$ cat src/rtl/operand_stage.sv
// operand_stage: register-file read / operand capture stage that sits in
// front of the ALU. It holds one instruction in a two-state EMPTY/FULL
// skid-less pipeline register with valid/ready handshakes on both sides.
// It also owns the NREG x W register file that the writeback port updates.
//
// Optional feature: define OPERAND_STAGE_BYPASS_EN to forward a same-cycle
// writeback into the operands being captured. Without the macro, the captured
// operand is the register value from before the write.

module operand_stage #(
    parameter int NREG = 8,
    parameter int W    = 8
) (
    input  logic         CLK,
    input  logic         RESET,
    // upstream instruction interface
    input  logic         IN_VALID,
    output logic         IN_READY,
    input  logic [2:0]   IN_OP,
    input  logic [2:0]   IN_RA,
    input  logic [2:0]   IN_RB,
    input  logic [2:0]   IN_RD,
    input  logic [W-1:0] IN_IMM,
    input  logic         IN_USE_IMM,
    // writeback port into the register file
    input  logic         WB_EN,
    input  logic [2:0]   WB_ADDR,
    input  logic [W-1:0] WB_DATA,
    // downstream ALU interface
    output logic         OUT_VALID,
    input  logic         OUT_READY,
    output logic [W-1:0] INPUTA,
    output logic [W-1:0] INPUTB,
    output logic [2:0]   OP,
    output logic [2:0]   OUT_RD,
    output logic [7:0]   ISSUE_CNT
);

    typedef enum logic {
        ST_EMPTY = 1'b0,
        ST_FULL  = 1'b1
    } state_t;

    state_t       state_q, state_d;

    logic [W-1:0] inputa_q, inputa_d;
    logic [W-1:0] inputb_q, inputb_d;
    logic [2:0]   op_q, op_d;
    logic [2:0]   out_rd_q, out_rd_d;
    logic [7:0]   issue_cnt_q, issue_cnt_d;

    logic [W-1:0] rf_q [NREG];
    logic [W-1:0] rf_d [NREG];

    logic         full;
    logic         accept;
    logic         issue;
    logic [W-1:0] opa_val;
    logic [W-1:0] opb_reg_val;
    logic [W-1:0] opb_val;

    // Handshake qualifiers. The stage can take a new instruction when it is
    // empty or when its current one is leaving this cycle.
    assign full     = (state_q == ST_FULL);
    assign IN_READY = !full || OUT_READY;
    assign accept   = IN_VALID && IN_READY;
    assign issue    = full && OUT_READY;

    // Register file: each entry is a separate reset-able register because
    // reset has to clear every entry at once.
    generate
        for (genvar gi = 0; gi < NREG; gi++) begin : g_rf
            assign rf_d[gi] = (WB_EN && (WB_ADDR == 3'(gi))) ? WB_DATA : rf_q[gi];

            // Register file entry storage with asynchronous clear
            always_ff @(posedge CLK or posedge RESET) begin
                if (RESET) begin
                    rf_q[gi] <= '0;
                end else begin
                    rf_q[gi] <= rf_d[gi];
                end
            end
        end
    endgenerate

    // Operand selection, including the optional writeback forwarding path
    always_comb begin
        opa_val     = rf_q[IN_RA];
        opb_reg_val = rf_q[IN_RB];
`ifdef OPERAND_STAGE_BYPASS_EN
        if (WB_EN && (WB_ADDR == IN_RA)) begin
            opa_val = WB_DATA;
        end
        if (WB_EN && (WB_ADDR == IN_RB)) begin
            opb_reg_val = WB_DATA;
        end
`endif
        opb_val = IN_USE_IMM ? IN_IMM : opb_reg_val;
    end

    // Next-state logic for the EMPTY/FULL occupancy FSM
    always_comb begin
        state_d = state_q;
        case (state_q)
            ST_EMPTY: begin
                if (accept) begin
                    state_d = ST_FULL;
                end
            end
            ST_FULL: begin
                // A same-cycle accept refills the slot as the old one leaves.
                if (issue && !accept) begin
                    state_d = ST_EMPTY;
                end
            end
            default: begin
                state_d = ST_EMPTY;
            end
        endcase
    end

    // Payload capture: load on accept, otherwise hold so a stalled output
    // stays stable even while writeback changes the source registers
    always_comb begin
        inputa_d = inputa_q;
        inputb_d = inputb_q;
        op_d     = op_q;
        out_rd_d = out_rd_q;
        if (accept) begin
            inputa_d = opa_val;
            inputb_d = opb_val;
            op_d     = IN_OP;
            out_rd_d = IN_RD;
        end
    end

    // Issue counter, free-running modulo 256
    always_comb begin
        issue_cnt_d = issue_cnt_q;
        if (issue) begin
            issue_cnt_d = issue_cnt_q + 8'd1;
        end
    end

    // State, payload and counter registers with asynchronous clear
    always_ff @(posedge CLK or posedge RESET) begin
        if (RESET) begin
            state_q     <= ST_EMPTY;
            inputa_q    <= '0;
            inputb_q    <= '0;
            op_q        <= '0;
            out_rd_q    <= '0;
            issue_cnt_q <= '0;
        end else begin
            state_q     <= state_d;
            inputa_q    <= inputa_d;
            inputb_q    <= inputb_d;
            op_q        <= op_d;
            out_rd_q    <= out_rd_d;
            issue_cnt_q <= issue_cnt_d;
        end
    end

    assign OUT_VALID = full;
    assign INPUTA    = inputa_q;
    assign INPUTB    = inputb_q;
    assign OP        = op_q;
    assign OUT_RD    = out_rd_q;
    assign ISSUE_CNT = issue_cnt_q;

endmodule

$ cat config.mk
export PLATFORM = sky130hd
export DESIGN_NAME = operand_stage
export DESIGN_NICKNAME = d
export VERILOG_FILES = /design/src/rtl/operand_stage.sv
export SDC_FILE = /design/constraint.sdc
export NUM_CORES = 1
export LEC_CHECK = 0
export BUFFER_PORTS_ARGS = -buffer_cell sky130_fd_sc_hd__buf_2
export CORE_MARGIN = 10
export CORE_UTILIZATION = 51
export CTS_CLUSTER_SIZE = 28
export DETAILED_ROUTE_END_ITERATION = 12
export PLACE_DENSITY = 0.78
export SKIP_CTS_REPAIR_TIMING = 1
export SLEW_MARGIN = 20
export SYNTH_ARGS = -nofsm -noshare
export SYNTH_HDL_FRONTEND = slang
export SYNTH_SLANG_ARGS = --single-unit
export TNS_END_PERCENT = 10
$ cat constraint.sdc
create_clock -name CLK -period 2.63 [get_ports CLK]
set_input_delay 0.263 -clock CLK [delete_from_list [all_inputs] [get_ports CLK]]
set_output_delay 0.263 -clock CLK [all_outputs]
set_load 0.05 [all_outputs]
==> implementation parameters, run 1 <==
Parameter                              Value

Worst setup path
  Worst-path fanout max    22
  CP Class    reg2reg
  Slowest-stage cell, CP    dfrtp_1
  Sort of element at the start of the critical path    register
  Worst flop-to-flop path startpoint    OUT_VALID
  Reg-to-reg critical path endpoint    INPUTB[1]
  Top Family by Delay on Critical Path    compound AO/OA/AOI/OAI gates
  Worst stage delay on the critical path    0.46 ns
  WP buf/inv    1
  Arrival time of the worst setup path    2.11 ns
  Data required time of the critical path    2.94 ns
  Slack of the worst reg-to-reg path    0.83 ns
  Critical path, cell by cell    nand2b_4, nand2_1, buf_4, a2111oi_0, a221o_1
  Worst reg2reg path depth    5
  Kind of capture point of the worst setup path    register

Global routing
  Pin count of the biggest net entering global routing    74
  Overflow left after global routing    0
  Overall global routing resource usage    18.0%
  Via count of the first global-routing pass    3544
  First-pass GRT wire length    19.1 mm
  Initial antenna violation count    0

Route
  Vias per inst    6.00
  Routed Antenna Nets    0
  Number of remaining DRC errors    0
  DRC violation total after the first TritonRoute iteration    326
  WL final    12.2 mm
  Routed length per instance    21.3 um
  DR vias    3437
  First-pass DRT Iterations    5

Pwr
  Internal power consumption    2.72 mW
  Peak VDD IR    0.391 mV
  Switching Power    1.61 mW
  Cell Pwr Density    799 nW/um^2
  Clock power share    23.0%
  Leak Pwr    2.56 nW
  Combinational power share    29.8%
  Reg power frac    47.2%
  Switching portion of total power    37.1%

Timing
  Final cycle utilization of the critical path    68.6%
  Max-slew violations    0
  Final count of hold timing violations    0
  Sum Neg Setup Slack    0 ns
  Clock Skew    0.0144 ns
  Slew at the pin closest to its max-slew limit    0.922 ns
  Max_slew headroom    38.5%
  Unrepaired setup endpoints after global routing    false
  Final setup violation count    0
  Least setup slack across all paths after layout    0.827 ns
  Max Clk Rate    555 MHz
  Final worst path period need    1.80 ns

Clock tree
  Insertion delay of the later-clocked pin in the worst-skew pair    0.37 ns
  TritonCTS clock tree    built
  Clock sink count    95
  Clock Root Buffer    clkbuf_8
  Number of levels in the clock H-tree    3
  Number of buffers added by the clock tree synthesis step    9
  Maximum count of clock buffers along a single path    2
  Clock slew seen by the registers of the worst setup and hold paths    0.10 ns

Synthesis
  Syn avg cell area    12.2 um^2
  Sequential element share of the synthesized area    49.7%
  Main synth FF type    dfrtp_1
  Count of flip-flops with a built-in enable after synthesis    0
  Number of distinct library cells after synthesis    34
  Ys async rst share    100%
  Flip-flop and latch count after synthesis    95
  Area of the mapped netlist    4790 um^2
  Syn_nets    429
  Total of warnings raised by yosys    0
  Syn Inst Count    391

Run
  Max Cap Violations    0

Worst hold path
  Terminating pin of the worst hold path    OUT_RD[0]
  Path type of the worst min-delay path    in2reg
  Start point of the worst hold path    IN_RD[0]
  Hold Path Depth    3

Layout
  Number of fill cells    755
  NumNets Final    495
  Antenna diodes    0
  Fraction of layout cells with a size suffix above 1    36.1%
  Layout-stage area growth over the synthesis result    13.3%

Die
  Placeable core region    9200 um^2
  Number of top-level design ports    69
  Floorplan die width    117 um
  Initial standard-cell utilization of the core    52.1%
  Chip Height    117 um
  Die outline area    13700 um^2
  Number of rows in the core area    35

Placement
  Place WS    0.839 ns
  Final HPWL DP    8.61 mm
  RD Place Congestion    0.854
  Total of buffers placed on input and output ports    68

Run status
  Run status    complete, no violations
-- cells in the mapped netlist, types with 4 or more instances --
library cell / n / area, um^2
nor2_1: 6 / 22.5
and3_1: 8 / 50.1
a221o_1: 4 / 40.0
mux2i_1: 59 / 591
o22ai_1: 9 / 56.3
buf_2: 11 / 55.1
a22oi_1: 20 / 150
xnor2_1: 5 / 43.8
dfrtp_1: 95 / 2380
nor2b_1: 6 / 37.5
nand3_1: 12 / 60.1
buf_4: 5 / 37.5
nor3b_1: 4 / 30.0
nor3_1: 5 / 25.0
nand2_1: 38 / 143
mux2_2: 67 / 754
nor4_1: 4 / 25.0
-- worst register-to-register path: cells and delay by family (launching register included) --
family | cells | cell delay [ns]
AO/OA/AOI/OAI | 2 | 0.64
buffers and inverters | 1 | 0.31
flip-flops | 1 | 0.46
AND/OR/NAND/NOR | 2 | 0.33
-- power by group through the flow --
| stage | Clock (mW) | Sequential [mW] | Combinational, mW |
|---|---|---|---|
| global placement | 0 | 2.03 | 1.26 |
| finish | 0.997 | 2.04 | 1.29 |
| detailed placement | 0 | 2.06 | 1.29 |
| global route | 1.07 | 2.08 | 1.39 |
| CTS | 0.999 | 2.03 | 1.30 |
| floorplan | 0 | 2.36 | 0.626 |
-- worst max-delay path by stage --
stage                     cells after the start        end      start
after detailed placement                      5  INPUTB[0]   IN_RB[0]
after global routing                          5  INPUTB[1]  OUT_VALID
after floorplan                               5  INPUTB[0]  OUT_VALID
after CTS                                     5  INPUTB[1]  OUT_VALID
after global placement                        5  INPUTB[0]   IN_RB[0]
final                                         5  INPUTB[1]  OUT_VALID
-- layer usage --
metal	part of all wire (%)	up-vias	wire length [um]	track usage [%]
met5	0	-	0	0
met4	1.9	0	234	6.26
met3	7.0	21	854	3.98
met2	47	134	5700	29.5
met1	45	1717	5450	23.0
li1	-	1565	-	-
-- registers in the layout (all words and copies together), names as in the netlist --
| signal | cells |
|---|---|
| OUT_RD | 3 |
| rf_q | 64 |
| ISSUE_CNT | 8 |
| INPUTA | 8 |
| OP | 3 |
| OUT_VALID | 1 |
| INPUTB | 8 |
-- metrics by stage --
| stage | hold WS, ns | power [mW] | std cells | cell area, um^2 | utilization [%] |
|---|---|---|---|---|---|
| 2_1_floorplan | 0.368 | 2.99 | 391 | 4790 | - |
| 3_3_place_gp | 0.320 | 3.29 | 556 | 5210 | 56.7 |
| 3_5_place_dp | 0.327 | 3.35 | 556 | 5210 | 56.7 |
| 4_1_cts | -0.0707 | 4.33 | 572 | 5410 | 58.9 |
| 5_1_grt | 0.0904 | 4.54 | 573 | 5420 | 59.0 |
| 6_report | 0.0874 | 4.33 | 573 | 5420 | 59.0 |
-- cell usage in the layout (no fill, tap or decap), types with 6 or more instances in the layout --
cell | synthesis | final
clkbuf_8 | 0 | 9
nand3_1 | 12 | 12
mux2_2 | 67 | 67
o22ai_1 | 9 | 9
nor2b_1 | 6 | 6
nor2_1 | 6 | 6
a22oi_1 | 20 | 20
and3_1 | 8 | 8
nand2_1 | 38 | 38
buf_4 | 5 | 7
buf_2 | 11 | 68
mux2i_1 | 59 | 59
dfrtp_1 | 95 | 95
-- kinds of logic after synthesis --
kind of cell	after synthesis	synth area share, %
AO/OA/AOI/OAI	39	6.17
XOR/XNOR	7	1.28
adder cells (fa/ha/maj)	1	0.261
buffers and inverters	23	2.82
flip-flops	95	49.7
multiplexers	126	28.1
AND/OR/NAND/NOR	100	11.7
-- cell type report --
type | count | area, um^2 | share of cell area [%]
sequential | 95 | 2380 | 43.8
multi-input combinational | 273 | 2270 | 41.9
timing repair buffer | 77 | 423 | 7.80
tap | 111 | 139 | 2.56
clock buffer | 9 | 124 | 2.28
clock inverter | 7 | 78.8 | 1.45
inverter | 1 | 7.51 | 0.138
Power figures use the tool's default switching activity.
==> inputs of run 2 (changes only) <==
clock period = 1.64 ns   (was 2.63 ns; I/O delays follow)
==> run 2 against run 1 <==
The flow now finishes with violations (negative hold slack). Worst hold slack lost 0.11 ns. Maximum frequency grew 29%. Global-route usage grew 0.34 points. Sequential power grew 59%.
==> implementation parameters, run 2 (synthesis gave the netlist of run 1 again) <==
Parameter                              Value

Die
  Number of top-level design ports    69
  Placeable core region    9200 um^2
  Floorplan die width    117 um
  Die outline area    13700 um^2
  Chip Height    117 um
  Number of rows in the core area    35
  Initial standard-cell utilization of the core    52.1%

Worst setup path
  Top Family by Delay on Critical Path    compound AO/OA/AOI/OAI gates
  Cell depth of the worst setup path    4
  Worst-path fanout max    9
  Worst stage delay on the critical path    0.47 ns
  Arrival time of the worst setup path    1.71 ns
  Kind of capture point of the worst setup path    register
  Sort of element at the start of the critical path    register
  WP buf/inv    0
  Data required time of the critical path    1.95 ns
  CP Class    reg2reg
  Slowest-stage cell, CP    a2111oi_1
  Critical path, cell by cell    nand2b_4, nand2_2, a2111oi_1, a221o_1
  Worst reg2reg path depth    4

Worst hold path
  Path type of the worst min-delay path    in2reg
  Hold Path Depth    3

Route
  DR vias    3463
  First-pass DRT Iterations    4
  Highest signal layer in the routed design    met5
  Vias per inst    5.86
  WL final    12.1 mm
  Wl on met1    5.36 mm
  DRC violation total after the first TritonRoute iteration    326
  Routed wire length on met3    976 um
  Routed Antenna Nets    0
  Routed length per instance    20.5 um
  Number of remaining DRC errors    0
  Total length of routed met2 wires    5.39 mm

Clock tree
  Clock slew seen by the registers of the worst setup and hold paths    0.09 ns
  Clock Root Buffer    clkbuf_8
  Maximum count of clock buffers along a single path    2
  TritonCTS clock tree    built
  Insertion delay of the later-clocked pin in the worst-skew pair    0.37 ns
  Clock sink count    95
  Number of levels in the clock H-tree    3
  Number of buffers added by the clock tree synthesis step    9

Timing
  Slew at the pin closest to its max-slew limit    0.456 ns
  Least setup slack across all paths after layout    0.244 ns
  Unrepaired setup endpoints after global routing    false
  Worst hold slack    -0.0208 ns
  Max_slew headroom    68.8%
  Final cycle utilization of the critical path    85.1%
  Max Clk Rate    716 MHz
  Max-slew violations    0
  Final setup violation count    0
  Clock Skew    0.00485 ns
  Final count of hold timing violations    2
  Sum Neg Setup Slack    0 ns
  Final worst path period need    1.40 ns

Global routing
  Overflow left after global routing    0
  Overall global routing resource usage    18.3%
  Pin count of the biggest net entering global routing    33
  First-pass GRT wire length    19.3 mm
  Via count of the first global-routing pass    3629
  Initial antenna violation count    1

Pwr
  Clock power share    22.6%
  Combinational power share    30.6%
  Internal power consumption    4.43 mW
  Switching portion of total power    36.2%
  Switching Power    2.51 mW
  Reg power frac    46.8%
  Peak VDD IR    0.515 mV
  Cell Pwr Density    1230 nW/um^2
  Leak Pwr    2.67 nW

Layout
  Most common library cell in the layout ignoring fill and taps    dfrtp_1
  Most used cells in the layout excluding fill and tap cells    95 x dfrtp_1, 68 x buf_2, 67 x mux2_2
  Multi-input gate area in the final layout    2280 um^2
  Fraction of layout cells with a size suffix above 1    37.9%
  Antenna diodes    0
  Top register by number of flip-flops    rf_q
  NumNets Final    514
  Number of fill cells    728
  Max reg flops    64
  Layout-stage area growth over the synthesis result    17.5%
  Register cell area after layout    2380 um^2
  Final Core Density    61.2%

Run status
  Violated checks    negative hold slack
  Run status    complete, but fails checks

Placement
  RD Place Congestion    0.835
  Final HPWL DP    8.75 mm
  Place WS    0.100 ns
  Total of buffers placed on input and output ports    68

Run
  Max Cap Violations    0
-- run 2: changes by cell type in the layout (fill, tap and decap cells not counted) --
cell and change:
nand2_1 -1, buf_12 +4, a2111oi_1 +1, buf_4 +11, clkbuf_8 +1, dlygate4sd3_1 +4
inv_6 -2, a2111oi_0 -1, clkinvlp_4 -1, nand2_2 +1, clkinv_2 +1
-- run 2: metrics by stage --
step | hold WS [ns] | instance area (um^2) | power (mW) | instances
floorplan | 0.269 | 4790 | 4.80 | 391
global placement | 0.121 | 5370 | 5.31 | 571
detailed placement | 0.121 | 5370 | 5.41 | 571
CTS | -0.277 | 5570 | 6.95 | 586
global route | 0.00485 | 5620 | 7.29 | 591
finish | -0.0208 | 5620 | 6.94 | 591
-- run 2: layout make-up --
class | count | share of cell area [%]
inverter | 1 | 0.133
clock inverter | 5 | 1.05
timing repair buffer | 96 | 11.1
tap | 111 | 2.47
multi-input combinational | 273 | 40.5
clock buffer | 10 | 2.45
sequential | 95 | 42.3
-- run 2: worst paths after layout --
check,slack [ns],from,endpoint
worst max-delay path,0.24,OUT_VALID,INPUTB[6]
worst min-delay path,-0.02,IN_OP[0],OP[0]
worst max register to register,0.24,OUT_VALID,INPUTB[6]
worst min register to register,0.47,OP[0],OP[0]
max in group asynchronous,0.83,RESET,rf_q[21]
min in group asynchronous,0.28,RESET,INPUTB[6]
-- run 2: tightest hold or removal path: cells and delay by family --
kind          cells  cell delay, ns
simple gates      2            0.08
buf+inv           1            0.08
-- run 2: power groups by stage --
stage	Combinational, mW	Sequential (mW)	Clock (mW)
2_1_floorplan	1.00	3.79	0
3_3_place_gp	2.07	3.25	0
3_5_place_dp	2.12	3.29	0
4_1_cts	2.13	3.24	1.58
5_1_grt	2.29	3.32	1.68
6_report	2.12	3.25	1.57
-- run 2: routing by layer --
layer / track usage (%) / up-vias
li1: - / 1601
met1: 24.2 / 1683
met2: 28.4 / 148
met3: 3.47 / 29
met4: 8.81 / 2
met5: 0 / -
==> inputs of run 3 (changes only) <==
PLACE_DENSITY = 0.73   (was 0.78)
SKIP_CTS_REPAIR_TIMING = unset   (was 1)
==> run 3 against run 2 <==
The run now ends clean. Non-clock buffer count grew 3. Clock-buffer cell count is the same. Clock power down 14%. Die area unchanged. Clock skew is 0.0048 ns higher. Routed wire length shrank 2.3%. First-iteration DRC count decreased by 32%. Sequential power rose by 2%. Global-route usage fell by 0.43 points. Flip-flop and latch count unchanged. Via count decreased by 0.46%. Register-to-register slack got worse by 0.15 ns. Critical path type unchanged. Largest power group unchanged.
==> implementation parameters, run 3 (synthesis gave the netlist of run 1 again) <==
Parameter                              Value

Timing
  Clock Skew    0.00967 ns
  Least setup slack across all paths after layout    0.0895 ns
  Unrepaired setup endpoints after global routing    false
  Final worst path period need    1.55 ns
  Final setup violation count    0
  Final count of hold timing violations    0
  Max_slew headroom    65.7%
  Worst hold slack    0.0112 ns
  Max-slew violations    0
  Final cycle utilization of the critical path    94.5%
  Slew at the pin closest to its max-slew limit    0.514 ns
  Max Clk Rate    645 MHz

Route
  First-pass DRT Iterations    4
  Routed Antenna Nets    0
  Routed length per instance    19.8 um
  Vias per inst    5.78
  Number of remaining DRC errors    0
  DRC violation total after the first TritonRoute iteration    222
  WL final    11.8 mm
  DR vias    3447

Worst setup path
  Worst-path fanout max    7
  Arrival time of the worst setup path    1.80 ns
  Kind of capture point of the worst setup path    register
  Critical path, cell by cell    nand2b_4, nand2_1, buf_4, nor4_1, nor3_1
  Worst flop-to-flop path startpoint    OUT_VALID
  Critical Path Source    OUT_VALID
  Data required time of the critical path    1.88 ns
  Sort of element at the start of the critical path    register
  Slowest-stage cell, CP    dfrtp_1
  CP Class    reg2reg
  Worst stage delay on the critical path    0.44 ns

Layout
  Top register by number of flip-flops    rf_q
  Final Core Density    60.7%
  Most common library cell in the layout ignoring fill and taps    dfrtp_1
  Register cell area after layout    2380 um^2
  Multi-input gate area in the final layout    2270 um^2
  Number of fill cells    767
  Fraction of layout cells with a size suffix above 1    37.5%
  Finished Layout Cells    596
  Layout-stage area growth over the synthesis result    16.6%
  Max reg flops    64
  Most used cells in the layout excluding fill and tap cells    95 x dfrtp_1, 68 x buf_2, 67 x mux2_2
  NumNets Final    517

Pwr
  Switching Power    2.50 mW
  Clock power share    20.0%
  Leak Pwr    2.65 nW
  Switching portion of total power    37.2%
  Peak VDD IR    0.610 mV
  Power Total    6.73 mW
  Reg power frac    49.2%
  Internal power consumption    4.23 mW
  Combinational power share    30.8%
  Cell Pwr Density    1200 nW/um^2

Worst hold path
  Path type of the worst min-delay path    in2reg
  Start point of the worst hold path    IN_VALID

Clock tree
  Clock slew seen by the registers of the worst setup and hold paths    0.09 ns
  Clock Root Buffer    clkbuf_8
  Post CTS Setup Buffer Count    0
  Maximum count of clock buffers along a single path    2
  Number of levels in the clock H-tree    3
  Insertion delay of the later-clocked pin in the worst-skew pair    0.37 ns
  TritonCTS clock tree    built
  Number of buffers added by the clock tree synthesis step    9
  Clock sink count    95

Global routing
  Overflow left after global routing    0
  Initial antenna violation count    2
  Pin count of the biggest net entering global routing    96
  First-pass GRT wire length    18.9 mm
  Overall global routing resource usage    17.9%
  Via count of the first global-routing pass    3592

Die
  Chip Height    117 um
  Initial standard-cell utilization of the core    52.1%
  Floorplan die width    117 um
  Die outline area    13700 um^2
  Number of rows in the core area    35
  Number of top-level design ports    69
  Placeable core region    9200 um^2

Run status
  Run status    complete, no violations

Placement
  Total of buffers placed on input and output ports    68
  RD Place Congestion    0.901
  Place WS    0.0212 ns
  Post-placement cell count    572
  Final HPWL DP    8.52 mm

Run
  Max Cap Violations    0
run 3: critical path, delay by kind of cell (launching register included):
| family | cells | cell delay (ns) |
|---|---|---|
| buffers and inverters | 1 | 0.22 |
| flip-flops | 1 | 0.44 |
| AND/OR/NAND/NOR | 4 | 0.77 |
run 3: final timing paths:
check / cells after the start / end / slack [ns]
max in group asynchronous: 4 / OUT_RD[2] / 0.76
worst min register to register: 1 / ISSUE_CNT[7] / 0.48
min in group asynchronous: 4 / rf_q[63] / 0.45
worst min-delay path: 2 / OUT_VALID / 0.01
worst max-delay path: 5 / INPUTB[5] / 0.09
worst max register to register: 5 / INPUTB[5] / 0.09
run 3: area by class of cell:
class	instances	share of cell area, %
clock buffers	10	2.29
clock inverters	5	0.650
repair buffers	99	11.0
diodes	2	0.0896
flip-flops and latches	95	42.6
well taps	111	2.49
inverters	1	0.134
multi-input cells	273	40.7
run 3: stage by stage:
stage	area (um^2)	TNS [ns]
3_5_place_dp	5340	0
5_1_grt	5580	0
4_1_cts	5580	0
3_3_place_gp	5340	0
2_1_floorplan	4790	-1.53
6_report	5580	0
run 3: what timing repair did:
action / 4_1_cts / 5_1_grt
resized for setup: 0 / 0
hold endpoints to repair: 101 / 0
hold buffers: 7 / 0
run 3: layer usage:
layer | track usage (%) | up-vias | share of wire, %
li1 | - | 1620 | -
met1 | 23.4 | 1696 | 46
met2 | 27.6 | 107 | 44
met3 | 3.92 | 24 | 6.8
met4 | 8.90 | 0 | 2.6
met5 | 0 | - | 0
run 3: power by group through the flow:
| stage | registers, mW | logic (mW) | clock network, mW |
|---|---|---|---|
| floorplan | 3.79 | 1.00 | 0 |
| global placement | 3.31 | 2.02 | 0 |
| detailed placement | 3.34 | 2.07 | 0 |
| CTS | 3.29 | 2.09 | 1.37 |
| global route | 3.38 | 2.23 | 1.47 |
| finish | 3.31 | 2.07 | 1.35 |
